File: src/rtl/lm35_temp_readout.sv
`default_nettype none
// ============================================================================
//  Module   : lm35_temp_readout
//  Purpose  : Periodically reads the LM35DM board-temperature sensor through
//             an external 12-bit serial ADC (CS_N/SCLK/SDO, read-only,
//             MSB-first), averages 2**AVG_LOG2 samples, publishes the average
//             with a one-cycle valid strobe and drives a hysteretic
//             over-temperature flag.
//  Ports    : clk_i          system clock, rising edge
//             rst_ni         asynchronous active-low reset
//             enable_i       run periodic conversions (sampled at frame start)
//             adc_sdo_i      ADC serial data
//             adc_cs_n_o     ADC chip select, active low
//             adc_sclk_o     ADC serial clock, idles low
//             temp_data_o    last averaged ADC code
//             temp_valid_o   one-cycle pulse when temp_data_o updates
//             over_temp_o    hysteretic over-temperature flag
//             busy_o         high while adc_cs_n_o is low
//  Revision : 1.0  initial release
// ============================================================================
module lm35_temp_readout #(
  parameter int          SCLK_DIV      = 4,
  parameter int          SAMPLE_PERIOD = 50000,
  parameter int          AVG_LOG2      = 3,
  parameter logic [11:0] ALARM_HI      = 12'h3E8,
  parameter logic [11:0] ALARM_LO      = 12'h3C0
) (
  input  logic        clk_i,
  input  logic        rst_ni,
  input  logic        enable_i,
  input  logic        adc_sdo_i,
  output logic        adc_cs_n_o,
  output logic        adc_sclk_o,
  output logic [11:0] temp_data_o,
  output logic        temp_valid_o,
  output logic        over_temp_o,
  output logic        busy_o
);

  localparam int PW = $clog2(SAMPLE_PERIOD);
  localparam int DW = $clog2(SCLK_DIV);
  localparam int AW = 12 + AVG_LOG2;
  localparam int CW = AVG_LOG2 + 1;

  localparam logic [PW-1:0] PER_LAST = PW'(SAMPLE_PERIOD - 1);
  localparam logic [DW-1:0] DIV_LAST = DW'(SCLK_DIV - 1);
  localparam logic [CW-1:0] CNT_LAST = CW'((1 << AVG_LOG2) - 1);

  typedef enum logic [1:0] {
    IDLE  = 2'd0,
    SETUP = 2'd1,
    SHIFT = 2'd2,
    HOLD  = 2'd3
  } state_t;

  state_t          state_q, state_d;
  logic [PW-1:0]   per_q,   per_d;
  logic [DW-1:0]   div_q,   div_d;
  logic [3:0]      bit_q,   bit_d;
  logic            sclk_q,  sclk_d;
  logic            cs_n_q,  cs_n_d;
  // Only the low 12 bits of the 16-bit frame are kept; the four leading
  // bits shift out of the top and are never looked at.
  logic [11:0]     shift_q, shift_d;
  logic [AW-1:0]   acc_q,   acc_d;
  logic [CW-1:0]   cnt_q,   cnt_d;
  logic [11:0]     data_q,  data_d;
  logic            valid_q, valid_d;
  logic            over_q,  over_d;

  logic            frame_start;
  logic [AW-1:0]   sum;

  assign frame_start = (per_q == PER_LAST);
  // Accumulator is wide enough for 2**AVG_LOG2 full-scale samples.
  assign sum         = acc_q + AW'(shift_q);

  always_ff @(posedge clk_i or negedge rst_ni) begin
    if (!rst_ni) begin
      state_q <= IDLE;
      per_q   <= '0;
      div_q   <= '0;
      bit_q   <= '0;
      sclk_q  <= 1'b0;
      cs_n_q  <= 1'b1;
      shift_q <= '0;
      acc_q   <= '0;
      cnt_q   <= '0;
      data_q  <= '0;
      valid_q <= 1'b0;
      over_q  <= 1'b0;
    end else begin
      state_q <= state_d;
      per_q   <= per_d;
      div_q   <= div_d;
      bit_q   <= bit_d;
      sclk_q  <= sclk_d;
      cs_n_q  <= cs_n_d;
      shift_q <= shift_d;
      acc_q   <= acc_d;
      cnt_q   <= cnt_d;
      data_q  <= data_d;
      valid_q <= valid_d;
      over_q  <= over_d;
    end
  end

  always_comb begin
    state_d = state_q;
    per_d   = frame_start ? '0 : per_q + 1'b1;
    div_d   = div_q;
    bit_d   = bit_q;
    sclk_d  = sclk_q;
    cs_n_d  = cs_n_q;
    shift_d = shift_q;
    acc_d   = acc_q;
    cnt_d   = cnt_q;
    data_d  = data_q;
    valid_d = 1'b0;
    over_d  = over_q;

    case (state_q)
      IDLE: begin
        if (frame_start && enable_i) begin
          state_d = SETUP;
          cs_n_d  = 1'b0;
          div_d   = '0;
        end
      end

      SETUP: begin
        if (div_q == DIV_LAST) begin
          div_d   = '0;
          bit_d   = '0;
          state_d = SHIFT;
        end else begin
          div_d = div_q + 1'b1;
        end
      end

      SHIFT: begin
        if (div_q == DIV_LAST) begin
          div_d = '0;
          if (!sclk_q) begin
            // SDO is captured on the same clock that raises SCLK, i.e. the
            // value the ADC has held through the whole low phase.
            sclk_d  = 1'b1;
            shift_d = {shift_q[10:0], adc_sdo_i};
          end else begin
            sclk_d = 1'b0;
            if (bit_q == 4'd15) begin
              state_d = HOLD;
            end else begin
              bit_d = bit_q + 1'b1;
            end
          end
        end else begin
          div_d = div_q + 1'b1;
        end
      end

      HOLD: begin
        // CS_N is released on leaving HOLD, so the low window covers the
        // whole frame including this cycle.
        cs_n_d  = 1'b1;
        state_d = IDLE;
        if (cnt_q == CNT_LAST) begin
          data_d  = sum[AW-1:AVG_LOG2];
          valid_d = 1'b1;
          acc_d   = '0;
          cnt_d   = '0;
        end else begin
          acc_d = sum;
          cnt_d = cnt_q + 1'b1;
        end
      end

      default: state_d = IDLE;
    endcase

    // Alarm looks at the freshly published average only.
    if (valid_q) begin
      if (data_q >= ALARM_HI) begin
        over_d = 1'b1;
      end else if (data_q < ALARM_LO) begin
        over_d = 1'b0;
      end
    end
  end

  assign adc_cs_n_o   = cs_n_q;
  assign adc_sclk_o   = sclk_q;
  assign temp_data_o  = data_q;
  assign temp_valid_o = valid_q;
  assign over_temp_o  = over_q;
  assign busy_o       = ~cs_n_q;

endmodule
`default_nettype wire

File: config.mk
export PLATFORM = sky130hd
export DESIGN_NAME = lm35_temp_readout
export DESIGN_NICKNAME = d
export VERILOG_FILES = /design/src/rtl/lm35_temp_readout.sv
export SDC_FILE = /design/constraint.sdc
export NUM_CORES = 1
export LEC_CHECK = 0
export CORE_UTILIZATION = 50
export CTS_BUF_LIST = sky130_fd_sc_hd__clkbuf_2
export DETAILED_ROUTE_END_ITERATION = 16
export HOLD_SLACK_MARGIN = 0.05
export PLACE_DENSITY = 0.69
export SLEW_MARGIN = 0
export SYNTH_ARGS = -nofsm -noshare
export SYNTH_HDL_FRONTEND = slang
export SYNTH_SLANG_ARGS = --single-unit
File: constraint.sdc
create_clock -name clk_i -period 2.57 [get_ports clk_i]
set_input_delay 0.3855 -clock clk_i [delete_from_list [all_inputs] [get_ports clk_i]]
set_output_delay 0.3855 -clock clk_i [all_outputs]
set_load 0.05 [all_outputs]
==> flow_metrics.tcl, run 1 <==
set metrics [dict create \
    status "completed" \
    clk_latency_ns 0.51 \
    drt_iter0_drc 121 \
    numClockSinks 71 \
    clock_path_buffers 2 \
    required_ns 3.00 \
    clkTransAtPathRegs_ns 0.20 \
    antenna_left 0 \
    vias 2496 \
    cp-start-kind "flip-flop" \
    critical_path_class "reg2reg" \
    antenna_found_initial 0 \
    io_pins 21 \
    worst_setup_path_end_kind "flip-flop" \
    drv_slew 0 \
    yosysTopAreaCell "dfrtp_1" \
    hold_violations 0 \
    cts_tree "yes" \
    drc_errors 0 \
    clockPowerShare 0.348 \
    grt_pass1_vias 2454 \
    synth_seq_cells 71 \
    ys.flop_type "dfrtp_1" \
    intPower_uw 1340 \
    switching_share 0.239 \
    grt_usage 0.199 \
    rows 30 \
    synth_nets 358 \
    synth-seq-area-share 0.495 \
    p_leak_uw 0.00195 \
    nets 387 \
    p_sw_uw 422 \
    viasPerCell 5.40 \
    cap_violations 0 \
    syn_area_per_cell_um2 10.8 \
    ys_warn_count 0 \
    power_density_mw_per_mm2 437 \
    synthArstFlopShare 1.00 \
    fin_skew_ns 0.0223 \
    dp.cells 445 \
    setup_ws_ns 0.170 \
    netlist_area_mm2 0.00359 \
    die-area_mm2 0.00753 \
    grt_first_pass_wirelength_um 11600 \
    cts_root_buf "clkbuf_2" \
    h-tree-depth 3 \
    cts_buffers 9 \
    port_buffers 20 \
    grt.overflow.total 0 \
    pre_cts_ws_ns 0.216 \
    globalplace.congestion 0.812 \
    die_w_um 86.8 \
    rsz0062_at_grt "false" \
    routedWlPerCell_um 14.0 \
    worst_slew_pin_slew_ns 0.563 \
    synth-edff-count 0 \
    critPathArrivalTime_ns 2.83 \
    setup_viol 0 \
    hold_class "in2async" \
    clock.fmax_mhz 417 \
    first_pass_iters 4 \
    finalNonFillerCells 462 \
    synth.top_cell.area_share 0.487 \
    fin_crit_sh 0.934 \
    worstPathMaxFanout 6 \
    synth.area.top_cells "dfrtp_1 49%, ha_1 7.3%, mux2_2 4.4%, nand2_1 3.7%, xor2_1 3.4%" \
    combPwrFrac 0.018 \
    hpwl_um 4710 \
    setup_tns_ns 0 \
    initial_core_util 0.523 \
    die_h_um 86.8 \
    cts.repair.resized 0 \
    fin_crit_ns 2.40 \
    final_layout_size_suffix_gt1_frac 0.123 \
    core_mm2 0.00687 \
    synth.distinct_cells 53 \
    grt_max_degree 41 \
    syn2layout_area_growth_pct 12.6 \
    slew_headroom 0.625 \
    ir_drop_mv 0.301 \
    synth_cells 332 \
    diodes 0 \
    pwr-share-seq 0.634 \
    wirelength_um 6490 \
]
what timing repair did:
item	CTS	global route
setup buffers	0	0
hold endpoints to repair	49	0
hold buffers	1	0
layout by cell type (no fill, tap or decap), types with 2 or more instances in the layout:
cell type	synthesis	final
a211oi_1	2	2
a21o_1	3	3
a21oi_1	12	12
a22o_1	9	9
a31o_2	2	2
a31oi_1	2	2
and2_1	4	4
and3_1	4	4
and4_1	2	2
buf_4	0	5
clkbuf_2	0	9
clkdlybuf4s50_1	0	19
clkinv_1	0	2
clkinv_2	0	2
dfrtp_1	70	70
ha_1	21	21
inv_1	12	12
mux2_2	14	14
mux2i_1	3	3
nand2_1	35	35
nand3_1	13	13
nand4_1	6	6
nor2_1	19	19
nor2b_1	3	3
nor3_1	4	4
o21ai_0	21	21
o21ai_1	2	2
o2bb2ai_1	8	8
o32a_1	2	2
xnor2_1	12	12
xor2_1	14	14
cells by family after synthesis:
family                     Yosys count  share of synthesized area
buffers and inverters               21                     0.0230
DFF                                 71                      0.495
AOI/OAI and AO/OA                   76                      0.151
adders and majority gates           22                     0.0787
and+or+nand+nor                     98                      0.133
muxes                               18                     0.0554
xor gates and xnor gates            26                     0.0634
layout make-up:
class                           instances  area (um2)
Clock buffer                            9        45.0
Sequential cell                        71        1780
Fill cell                             588        2820
Clock inverter                          7        63.8
Timing Repair Buffer                   27         263
Tap cell                               96         120
Multi-Input combinational cell        240        1730
Inverter                               12        45.0
sequential cells by signal (all words and copies together), names as in the netlist:
name,cells
acc_q,15
adc_cs_n_o,1
adc_sclk_o,1
bit_q,4
cnt_q,4
div_q,2
over_temp_o,1
per_q,16
shift_q,12
state_q,2
temp_data_o,12
temp_valid_o,1
worst paths after layout:
kind                                  from         end  slack, ns  cells after the start
worst max-delay path            shift_q[0]   acc_q[14]       0.17                      8
worst min-delay path                rst_ni    per_q[9]       0.24                      2
worst max register to register  shift_q[0]   acc_q[14]       0.17                      8
worst min register to register    per_q[0]    per_q[0]       0.47                      1
max in group asynchronous           rst_ni  adc_cs_n_o       1.71                      3
min in group clk_i                per_q[0]    per_q[0]       0.47                      1
worst max-delay path, cell delays in order, from the launching register on:
cell,delay (ns)
dfrtp_1,0.44
ha_1,0.23
fa_1,0.42
a211oi_1,0.31
o21bai_2,0.16
a21o_4,0.26
a21oi_4,0.23
o21ai_0,0.12
a31oi_1,0.18
routing by layer:
metal	part of all wire	up-vias	routed length, um	global-route usage
li1	-	1249	-	-
met1	0.50	1210	3270	0.280
met2	0.45	28	2930	0.305
met3	0.029	9	189	0.0343
met4	0.016	0	106	0.0864
met5	0	-	0	0
power by group through the flow:
stage	clock, uW	combinational, uW	sequential [uW]
detailed placement	0	33.8	1140
floorplan	0	1.06	1140
global route	677	38.7	1120
finish	615	32.6	1120
global placement	0	33.2	1140
CTS	635	35.1	1120
cells in the mapped netlist, drive strengths merged (3+ instances only):
| master | number |
|---|---|
| and3 | 4 |
| nand3 | 13 |
| mux2i | 3 |
| nor2 | 19 |
| inv | 12 |
| nor2b | 3 |
| xor2 | 14 |
| o21ai | 23 |
| nor3 | 4 |
| o2bb2ai | 8 |
| ha | 21 |
| a21oi | 14 |
| and2 | 4 |
| xnor2 | 12 |
| a21o | 4 |
| buf | 4 |
| nand4 | 6 |
| a22o | 9 |
| clkbuf | 5 |
| dfrtp | 70 |
| nand2 | 35 |
| mux2 | 15 |
stage by stage:
stage          cell area (um2)   util  power, uW  hold WS (ns)
2_1_floorplan             3590      -       1140        0.0899
3_3_place_gp              3930  0.572       1170         0.268
3_5_place_dp              3930  0.572       1170         0.273
4_1_cts                   4050  0.589       1790         0.221
5_1_grt                   4050  0.589       1840         0.232
6_report                  4050  0.589       1770         0.240
No activity file was read; power rests on OpenSTA's default activity.
==> run 2, diff against run 1 <==
CELL_PAD_IN_SITES_DETAIL_PLACEMENT = 1   (was default)
CELL_PAD_IN_SITES_GLOBAL_PLACEMENT = 1   (was default)
CORE_UTILIZATION = 49   (was 50)
GPL_TIMING_DRIVEN = 0   (was default)
PLACE_DENSITY = default   (was 0.69)
PLACE_DENSITY_LB_ADDON = 0.1   (was default)
==> flow_metrics.tcl, run 2 (synthesized netlist as in run 1, its figures left out) <==
set metrics [dict create \
    status "completed" \
    drt_iter0_drc 95 \
    cts_root_buf "clkbuf_2" \
    io_pins 21 \
    finalNonFillerCells 464 \
    num-fill-cells 761 \
    r2r_setup_slack_ns 0.15 \
    vias 2609 \
    grt_first_pass_wirelength_um 13600 \
    seq_area_mm2 0.00178 \
    port_buffers 20 \
    intPower_uw 1230 \
    combPwrFrac 0.017 \
    layout_common_cells "70 x dfrtp_1, 35 x nand2_1, 21 x o21ai_0, 21 x ha_1" \
    multi_input_area_mm2 0.00173 \
    cts_tree "yes" \
    reg_top3 "per_q x16, acc_q x15" \
    clk_latency_ns 0.50 \
    rows 30 \
    cp-start-kind "flip-flop" \
    syn2layout_area_growth_pct 11.2 \
    globalplace.congestion 0.805 \
    die-area_mm2 0.00768 \
    slowest_delay_ns 0.43 \
    viasPerCell 5.62 \
    ir_drop_mv 0.248 \
    setup_tns_ns 0 \
    largest_register_ffs 16 \
    nets 390 \
    drv_slew 0 \
    pwr-share-seq 0.683 \
    grt_pass1_vias 2789 \
    required_ns 3.00 \
    grt_usage 0.234 \
    drc_errors 0 \
    final_common_cell "dfrtp_1" \
    wirelength_um 7820 \
    grt_max_degree 72 \
    worst_slew_pin_slew_ns 0.899 \
    numClockSinks 71 \
    cts_buffers 9 \
    fin_crit_ns 2.42 \
    p_leak_uw 0.00192 \
    die_h_um 87.6 \
    clkTransAtPathRegs_ns 0.17 \
    first_pass_iters 4 \
    clock.fmax_mhz 412 \
    routedWlPerCell_um 16.9 \
    largest_register "per_q" \
    slew_headroom 0.401 \
    antenna_found_initial 0 \
    core_mm2 0.00694 \
    antenna_left 0 \
    worst_setup_path_end_kind "flip-flop" \
    placed_area_mm2 0.00391 \
    rsz0062_at_grt "false" \
    hpwl_um 5610 \
    hold_violations 0 \
    post_cts_buffers 0 \
    critPathArrivalTime_ns 2.85 \
    cap_violations 0 \
    critical_path_class "reg2reg" \
    path_cells "ha_1 > fa_1 > a211oi_1 > o21bai_2 > a21o_4 > a21oi_4 > o21ai_0 > a31oi_1" \
    design_area_mm2 0.00400 \
    h-tree-depth 3 \
    final_layout_size_suffix_gt1_frac 0.109 \
    clockPowerShare 0.300 \
    power_density_mw_per_mm2 410 \
    cts.repair.resized 0 \
    p_sw_uw 406 \
    switching_share 0.247 \
    dp.cells 448 \
    initial_core_util 0.517 \
    cp_slowest_cell "dfrtp_1" \
    diodes 0 \
    die_w_um 87.6 \
    hold_class "reg2reg" \
    setup_viol 0 \
    grt.overflow.total 0 \
    clock_path_buffers 2 \
    fin_skew_ns 0.0253 \
    fin_crit_sh 0.944 \
    worstPathMaxFanout 6 \
]
-- run 2: cell types whose count changed in the layout (fill, tap and decap cells not counted) --
cell / previous run / this run
bufinv_16: 1 / 0
buf_1: 0 / 1
clkinv_4: 1 / 0
buf_12: 1 / 0
clkbuf_1: 0 / 5
buf_4: 5 / 1
clkinv_1: 2 / 3
buf_2: 1 / 3
-- run 2: layout make-up --
class                   instances  area share
multi-input cells             240       0.434
repair buffers                 21      0.0520
inverters                      12      0.0113
plain buffers                   9     0.00940
flip-flops and latches         71       0.445
clock inverters                 6     0.00720
clock buffers                   9      0.0113
well taps                      96      0.0301
-- run 2: layer usage --
| metal | wire length, um | global-route usage | up-vias |
|---|---|---|---|
| li1 | - | - | 1247 |
| met1 | 3820 | 0.316 | 1328 |
| met2 | 3750 | 0.379 | 25 |
| met3 | 116 | 0.0311 | 9 |
| met4 | 141 | 0.101 | 0 |
| met5 | 0 | 0 | - |
-- run 2: worst max-delay path, delay by kind of cell (launching register included) --
family / cells / cell delay, ns
AO/OA/AOI/OAI: 6 / 1.26
adder cells (fa/ha/maj): 2 / 0.67
flip-flops: 1 / 0.43
-- run 2: worst paths after layout --
check	start	endpoint	cells after the start
min reg2reg	per_q[0]	per_q[0]	1
max in group asynchronous	rst_ni	shift_q[7]	2
min in group asynchronous	rst_ni	state_q[0]	2
max	shift_q[0]	acc_q[14]	8
min	per_q[0]	per_q[0]	1
max reg2reg	shift_q[0]	acc_q[14]	8
-- run 2: timing repair --
item                                    4_1_cts  5_1_grt
hold endpoints to repair                     70        0
endpoints found under the setup margin        0        0
hold buffers                                  1        0
-- run 2: power groups by stage --
stage               clock [uW]  combinational (uW)  sequential, uW
floorplan                    0                1.06            1140
global placement             0                28.9            1140
detailed placement           0                29.0            1140
CTS                        517                30.1            1120
global route               556                33.4            1120
finish                     491                28.2            1120
-- run 2: metrics by stage --
stage | setup slack (ns) | total power (uW) | utilization | hold WS [ns]
2_1_floorplan | 0.417 | 1140 | - | 0.0899
3_3_place_gp | -1.32 | 1170 | 0.564 | 0.440
3_5_place_dp | 0.200 | 1170 | 0.563 | 0.448
4_1_cts | 0.143 | 1670 | 0.575 | 0.469
5_1_grt | 0.0184 | 1710 | 0.575 | 0.498
6_report | 0.145 | 1640 | 0.575 | 0.463
==> run 3, diff against run 2 <==
CORE_UTILIZATION = 50   (was 49)
clock period = 3 ns   (was 2.57 ns; I/O delays follow)
==> flow_metrics.tcl, run 3 (synthesized netlist as in run 1, its figures left out) <==
set metrics [dict create \
    path_delay_family "compound AO/OA/AOI/OAI gates" \
    critPathBufInv 0 \
    h-tree-depth 3 \
    dp.cells 448 \
    placed_area_mm2 0.00391 \
    initial_core_util 0.523 \
    critPathArrivalTime_ns 2.82 \
    p_leak_uw 0.00193 \
    largest_register "per_q" \
    worst_setup_path_end_kind "flip-flop" \
    grt_usage 0.232 \
    clkTransAtPathRegs_ns 0.18 \
    drv_slew 0 \
    clock_path_buffers 2 \
    grt_first_pass_wirelength_um 13200 \
    fin_hold_ws_ns 0.0462 \
    hpwl_um 5680 \
    globalplace.congestion 0.801 \
    worst_slew_pin_slew_ns 0.902 \
    critical_path_class "reg2reg" \
    startpoint "shift_q[0]" \
    design_area_mm2 0.00399 \
    clk_latency_ns 0.48 \
    core_mm2 0.00687 \
    cp-start-kind "flip-flop" \
    slew_headroom 0.399 \
    worstPathMaxFanout 6 \
    cts_buffers 9 \
    first_pass_iters 4 \
    routedWlPerCell_um 16.8 \
    rr_startpoint "shift_q[0]" \
    antenna_left 0 \
    cts_tree "yes" \
    cts.repair.resized 0 \
    cts_root_buf "clkbuf_2" \
    r2r-end "temp_data_o[9]" \
    fin_crit_ns 2.45 \
    io_pins 21 \
    reg_top3 "per_q x16, acc_q x15" \
    rows 30 \
    numClockSinks 71 \
    num-fill-cells 768 \
    layout_common_cells "70 x dfrtp_1, 35 x nand2_1, 21 x o21ai_0, 21 x ha_1" \
    hold_violations 0 \
    status "completed" \
    nets 389 \
    r2r_setup_slack_ns 0.55 \
    drc_errors 0 \
    fin_skew_ns 0.0220 \
    final_common_cell "dfrtp_1" \
    die_w_um 86.8 \
    cp_num_cells 8 \
    reg2reg_depth 8 \
    diodes 0 \
    wirelength_um 7760 \
    port_buffers 20 \
    clock.fmax_mhz 409 \
    setup_ws_ns 0.553 \
    viasPerCell 5.59 \
    power_density_mw_per_mm2 355 \
    fin_crit_sh 0.816 \
    crit_path_end "temp_data_o[9]" \
    antenna_found_initial 0 \
    cp_slowest_cell "dfrtp_1" \
    vias 2588 \
    cap_violations 0 \
    largest_register_ffs 16 \
    post_cts_buffers 0 \
    rsz0062_at_grt "false" \
    grt.overflow.total 0 \
    final_layout_size_suffix_gt1_frac 0.114 \
    syn2layout_area_growth_pct 10.9 \
    slowest_delay_ns 0.43 \
    grt_max_degree 72 \
    drt_iter0_drc 66 \
    required_ns 3.37 \
    path_cells "ha_1 > fa_1 > a211oi_1 > o21bai_2 > a21o_4 > a21oi_4 > xor2_1 > o21ai_0" \
    ir_drop_mv 0.196 \
    finalNonFillerCells 463 \
    holdBufCountCts 0 \
    hold_class "in2async" \
    grt_pass1_vias 2726 \
    die_h_um 86.8 \
    die-area_mm2 0.00753 \
    setup_viol 0 \
    pre_cts_ws_ns 0.619 \
]
## run 3: changes by cell type in the layout (fill, tap and decap cells not counted)
cell           before  now
dlygate4sd3_1       1    0
clkinvlp_4          1    0
clkinv_1            3    1
clkinv_2            2    1
clkbuf_2            9   13
## run 3: layout make-up
cell class,count,area [um2],share of cell area
tap,96,120,0.0301
clock buffer,13,65.1,0.0163
inverter,12,45.0,0.0113
timing repair buffer,20,198,0.0496
multi-input combinational,240,1730,0.435
sequential,71,1780,0.446
clock inverter,2,8.76,0.00220
buffer,9,37.5,0.00942
## run 3: how the worst min path moves through the flow
stage / depth (start not counted) / end / startpoint
floorplan: 0 / acc_q[0] / rst_ni
global placement: 1 / per_q[0] / per_q[0]
detailed placement: 1 / per_q[0] / per_q[0]
CTS: 1 / bit_q[2] / rst_ni
global route: 1 / per_q[9] / rst_ni
finish: 1 / bit_q[2] / rst_ni
## run 3: routing by layer
layer | global-route usage | up-vias | part of all wire
met3 | 0.0352 | 13 | 0.019
met2 | 0.370 | 26 | 0.47
met1 | 0.317 | 1300 | 0.49
met5 | 0 | - | 0
met4 | 0.100 | 0 | 0.019
li1 | - | 1249 | -
## run 3: power by group
group          internal (uW)  switching, uW
Sequential               959          0.529
Combinational           3.87           19.4
Clock                    116            318
## run 3: stage by stage
step	power, uW	util	TNS [ns]
after detailed placement	1000	0.569	0
after global placement	1000	0.570	-67.27
final	1420	0.580	0
after CTS	1440	0.580	0
after floorplan	977	-	0
after global routing	1480	0.580	0
